**config.mk**
```make
export PLATFORM = sky130hd
export DESIGN_NAME = decoder_3to8_scan
export DESIGN_NICKNAME = d
export VERILOG_FILES = /design/src/rtl/decoder_3to8_scan.sv
export SDC_FILE = /design/constraint.sdc
export NUM_CORES = 1
export LEC_CHECK = 0
export ABC_AREA = 1
export CAP_MARGIN = 20
export CORE_AREA = 2 2 95 97
export DETAILED_ROUTE_END_ITERATION = 7
export DIE_AREA = 0 0 97 99
export SLEW_MARGIN = 5
export SYNTH_ARGS = -nofsm -noshare
export SYNTH_HDL_FRONTEND = slang
export SYNTH_SLANG_ARGS = --single-unit
```
**constraint.sdc**
```tcl
create_clock -name clk -period 1.8 [get_ports clk]
set_input_delay 0.18 -clock clk [delete_from_list [all_inputs] [get_ports clk]]
set_output_delay 0.18 -clock clk [all_outputs]
set_load 0.02 [all_outputs]
```
**src/rtl/decoder_3to8_scan.sv**
```systemverilog
// 3-to-8 one-hot decoder with pushbutton capture, BCD capture count and a
// 4-digit multiplexed seven-segment scan. Optional macro: DEBOUNCE_EN.
module decoder_3to8_scan #(
  parameter int unsigned REFRESH_DIV     = 100000,
  parameter int unsigned DEBOUNCE_CYCLES = 1000000
) (
  input  logic       clk,
  input  logic       rst,
  input  logic [2:0] din,
  input  logic       en,
  input  logic       load,
  output logic [7:0] dout,
  output logic       valid,
  output logic [7:0] segments,
  output logic [3:0] anodes
);

  localparam int unsigned RW = (REFRESH_DIV > 2) ? $clog2(REFRESH_DIV) : 1;

  if (REFRESH_DIV < 2 || DEBOUNCE_CYCLES < 1) begin : g_param_check
    $error("decoder_3to8_scan: REFRESH_DIV must be >= 2 and DEBOUNCE_CYCLES >= 1");
  end

  typedef enum logic [1:0] {
    DIG_CODE  = 2'd0,
    DIG_BLANK = 2'd1,
    DIG_ONES  = 2'd2,
    DIG_TENS  = 2'd3
  } digit_t;

  logic          s1, s2, s3;
  logic          level;
  logic          rise;
  logic [2:0]    code_reg;
  logic [3:0]    ones, tens;
  digit_t        digit, digit_next;
  logic [RW-1:0] refresh, refresh_next;
  logic [3:0]    anodes_next;
  logic [7:0]    segments_next;

  function automatic logic [7:0] seg7(input logic [3:0] v);
    case (v)
      4'd0:    seg7 = 8'hC0;
      4'd1:    seg7 = 8'hF9;
      4'd2:    seg7 = 8'hA4;
      4'd3:    seg7 = 8'hB0;
      4'd4:    seg7 = 8'h99;
      4'd5:    seg7 = 8'h92;
      4'd6:    seg7 = 8'h82;
      4'd7:    seg7 = 8'hF8;
      4'd8:    seg7 = 8'h80;
      4'd9:    seg7 = 8'h90;
      default: seg7 = 8'hFF;
    endcase
  endfunction

`ifdef DEBOUNCE_EN
  localparam int unsigned DW = $clog2(DEBOUNCE_CYCLES + 1);
  logic [DW-1:0] stable_cnt;
  logic          deb;

  // deb follows s2 only after s2 has differed from it for DEBOUNCE_CYCLES samples
  always_ff @(posedge clk or posedge rst) begin
    if (rst) begin
      stable_cnt <= '0;
      deb        <= 1'b0;
    end else if (s2 != deb) begin
      if (stable_cnt == DW'(DEBOUNCE_CYCLES - 1)) begin
        deb        <= s2;
        stable_cnt <= '0;
      end else begin
        stable_cnt <= stable_cnt + 1'b1;
      end
    end else begin
      stable_cnt <= '0;
    end
  end

  assign level = deb;
`else
  assign level = s2;
`endif

  assign rise = level & ~s3;

  always_ff @(posedge clk or posedge rst) begin
    if (rst) begin
      s1       <= 1'b0;
      s2       <= 1'b0;
      s3       <= 1'b0;
      code_reg <= '0;
      dout     <= '0;
      valid    <= 1'b0;
      ones     <= '0;
      tens     <= '0;
    end else begin
      s1    <= load;
      s2    <= s1;
      s3    <= level;
      valid <= 1'b0;
      if (rise && en) begin
        code_reg <= din;
        dout     <= 8'd1 << din;
        valid    <= 1'b1;
        if (ones == 4'd9) begin
          ones <= '0;
          tens <= (tens == 4'd9) ? 4'd0 : tens + 4'd1;
        end else begin
          ones <= ones + 4'd1;
        end
      end else begin
        dout <= en ? (8'd1 << code_reg) : '0;
      end
    end
  end

  always_ff @(posedge clk or posedge rst) begin
    if (rst) begin
      digit    <= DIG_CODE;
      refresh  <= '0;
      anodes   <= 4'b1110;
      segments <= 8'hC0;
    end else begin
      digit    <= digit_next;
      refresh  <= refresh_next;
      anodes   <= anodes_next;
      segments <= segments_next;
    end
  end

  // Outputs are decoded from the next digit so anodes and segments switch together
  always_comb begin
    refresh_next  = refresh + 1'b1;
    digit_next    = digit;
    anodes_next   = 4'b1110;
    segments_next = 8'hFF;
    if (refresh == RW'(REFRESH_DIV - 1)) begin
      refresh_next = '0;
      case (digit)
        DIG_CODE:  digit_next = DIG_BLANK;
        DIG_BLANK: digit_next = DIG_ONES;
        DIG_ONES:  digit_next = DIG_TENS;
        default:   digit_next = DIG_CODE;
      endcase
    end
    case (digit_next)
      DIG_CODE: begin
        anodes_next   = 4'b1110;
        segments_next = seg7({1'b0, code_reg});
      end
      DIG_BLANK: begin
        anodes_next   = 4'b1101;
        segments_next = 8'hFF;
      end
      DIG_ONES: begin
        anodes_next   = 4'b1011;
        segments_next = seg7(ones);
      end
      default: begin
        anodes_next   = 4'b0111;
        segments_next = seg7(tens);
      end
    endcase
  end

endmodule

```
==> flow_summary.json <==
{
  "status": "complete, no violations",
  "final_util_pct": 43.8,
  "grt_use_met3_pct": 2.55,
  "drt-initial-drc-count": 106,
  "place_inst": 514,
  "critical_path_class": "reg -> reg",
  "largest-register": "refresh",
  "cts_tree": "yes",
  "leakage_nw": 1.86,
  "cts.sinks": 53,
  "wl_per_cell_um": 12.6,
  "final_max_slew_viol_count": 0,
  "synth-simple-area-share_pct": 30.7,
  "stdcell_count": 524,
  "crit_family": "simple AND/OR/NAND/NOR gates",
  "hold_path.class": "in -> async",
  "reg2reg_depth": 10,
  "synth_xor_area_share_pct": 1.95,
  "viasPerCell": 4.93,
  "max_freq_ghz": 0.580,
  "io_pins": 28,
  "num_vias": 2584,
  "synthAdderAreaFrac_pct": 7.55,
  "hold_viol_final": 0,
  "setup_violations": 0,
  "whs_ns": 0.199,
  "finClkSkew_ns": 0.00894,
  "synth_compound_area_share_pct": 8.82,
  "power_density_mw_per_mm2": 916,
  "crit_cells": 10,
  "synthCells": 376,
  "area_growth_pct": 18.9,
  "worstReg2RegStart": "refresh[0]",
  "syn_nets": 402,
  "vdd_drop_max_v": 0.000659,
  "ctsHoldBuffers": 0,
  "critPathLaunch": "refresh[0]",
  "reg_top3": "refresh: 17 flops, dout: 8 flops, segments: 7 flops",
  "gr-usage-met2_pct": 26.6,
  "cp-start-kind": "flip-flop",
  "largest_reg_flops": 17,
  "crit_chain": "ha_2, nand2_2, nor2_4, buf_6, nand2_4, nor2_4, buf_4, nand2_1, xor2_1, inv_1",
  "initial_core_util_pct": 36.8,
  "clkTransAtPathRegs_ns": 0.10,
  "placed_area_mm2": 0.00359,
  "drv_cap": 0,
  "cp.arrival_ns": 1.93,
  "io_buffers": 26,
  "critical_path_required_ns": 2.01,
  "setup_slack_ns": 0.0755,
  "synth-seq-area-share_pct": 42.3,
  "grt_max_degree": 23,
  "overflow": 0,
  "place.gp.congestion": 0.853,
  "grt-busiest-layer": "met2",
  "synth_area_per_cell_um2": 8.38,
  "postLayoutCellArea_mm2": 0.00374,
  "drtPass1Iterations": 4,
  "drt.antenna.violating_nets": 0,
  "dp_slack_ns": 0.0597,
  "crit_top_cell": "nor2_4",
  "cts_inserted_buffers": 5,
  "cp-end-kind": "flip-flop",
  "die_w_um": 97,
  "dieArea_mm2": 0.00960,
  "insertion_delay_ns": 0.31,
  "rsz0062_at_grt": "true",
  "die_y_um": 99,
  "clk_path_buf_depth": 2,
  "n_antenna_cell": 0,
  "cp_slowest_cell": "dfrtp_1",
  "drcViolationCount": 0,
  "routed_wl_mm": 6.58,
  "cts_root_buf": "clkbuf_8",
  "coreArea_mm2": 0.00855,
  "synth-seq-cells": 53,
  "synth_area_mm2": 0.00315,
  "synth.area.mux_share_pct": 0,
  "min_period_over_period_pct": 95.8,
  "hpwl_mm": 5.14,
  "power_mw": 3.43,
  "r2r_slack_ns": 0.08,
  "critical_path_buf_inv_count": 3,
  "std_cell_rows": 34,
  "cp_max_fo": 7,
  "grtUsageMet1_pct": 18.1,
  "layout-drive-gt1-share_pct": 16.1,
  "ys.warnings.count": 0,
  "htree_num_levels": 2,
  "synth_top_family_by_area": "simple AND/OR/NAND/NOR gates",
  "grt.total_usage_pct": 14.6,
  "final.setup.tns_ns": 0,
  "layout_min_cycle_time_ns": 1.72,
  "grt_pass1_vias": 2553,
  "grt_pass1_wl_mm": 11.7,
  "netlist-cell-type-count": 39,
  "fin_nets": 441,
  "antenna_found_initial": 0,
  "r2r_end": "refresh[8]",
  "slowest_delay_ns": 0.39
}
==> kinds of logic after synthesis <==
group | count (synthesis)
and+or+nand+nor | 180
adders and majority gates | 19
AOI/OAI and AO/OA | 49
DFF | 53
other | 1
buffers and inverters | 67
xor gates and xnor gates | 7
==> synth_stat cells (all sizes together) <==
cell type  instances  share of area [%]
conb               1               0.12
nand4              6                2.1
nor3               7                1.1
a31o               1               0.28
nand3b             1               0.24
o32ai              4                1.1
ha                19                7.5
nor4               2               0.40
xnor2              1               0.28
dfrtp             49                 39
o22ai              2               0.40
xor2               6                1.7
a21oi             11                1.7
o41ai              1               0.28
o21ai             27                4.3
a211oi             1               0.24
clkbuf             3               0.36
buf                5                1.2
o31ai              2               0.48
nor3b              2               0.48
dfstp              4                3.3
clkinv             1               0.16
or2                3               0.60
inv               58                6.9
nand2             75                 10
nand3             52                 10
nor2              32                5.0
==> layout by cell type, fill, tap and decap left out, types with 6 or more instances in the layout <==
cell	n
clkbuf_8	7
inv_1	55
o21ai_0	25
ha_1	18
dfrtp_1	48
nor3_1	6
nand3_2	12
buf_4	13
xor2_1	6
nor2_1	28
nand2_1	66
nand3_1	39
a21oi_1	11
clkdlybuf4s50_1	26
==> timing repair <==
action,in CTS,in global routing
buffers inserted,0,2
resized for setup,0,10
setup endpoints to repair,0,8
==> how the worst max path moves through the flow <==
stage | end | slack, ns
final | refresh[8] | 0.08
after global routing | refresh[8] | -0.05
after CTS | segments[3] | 0.05
after detailed placement | segments[0] | 0.06
after global placement | segments[6] | 0.13
after floorplan | segments[0] | 0.28
==> cell type report <==
| type | instances | area, µm² |
|---|---|---|
| Tap cell | 108 | 135 |
| Clock buffer | 7 | 96.3 |
| Sequential cell | 53 | 1330 |
| Inverter | 59 | 223 |
| Timing Repair Buffer | 40 | 369 |
| Clock inverter | 1 | 5.00 |
| Fill cell | 827 | 4810 |
| Multi-Input combinational cell | 256 | 1580 |
==> power breakdown <==
part | switching [mW] | internal (mW)
Sequential | 0.147 | 1.34
Clock | 0.390 | 0.349
Combinational | 0.752 | 0.453
==> layer usage <==
metal | part of all wire (%) | routed length, µm | vias to the layer above
li1 | - | - | 1303
met3 | 3.3 | 217 | 4
met2 | 52 | 3450 | 36
met4 | 0.67 | 44 | 0
met5 | 0 | 0 | -
met1 | 44 | 2870 | 1241
Power figures use the tool's default switching activity.
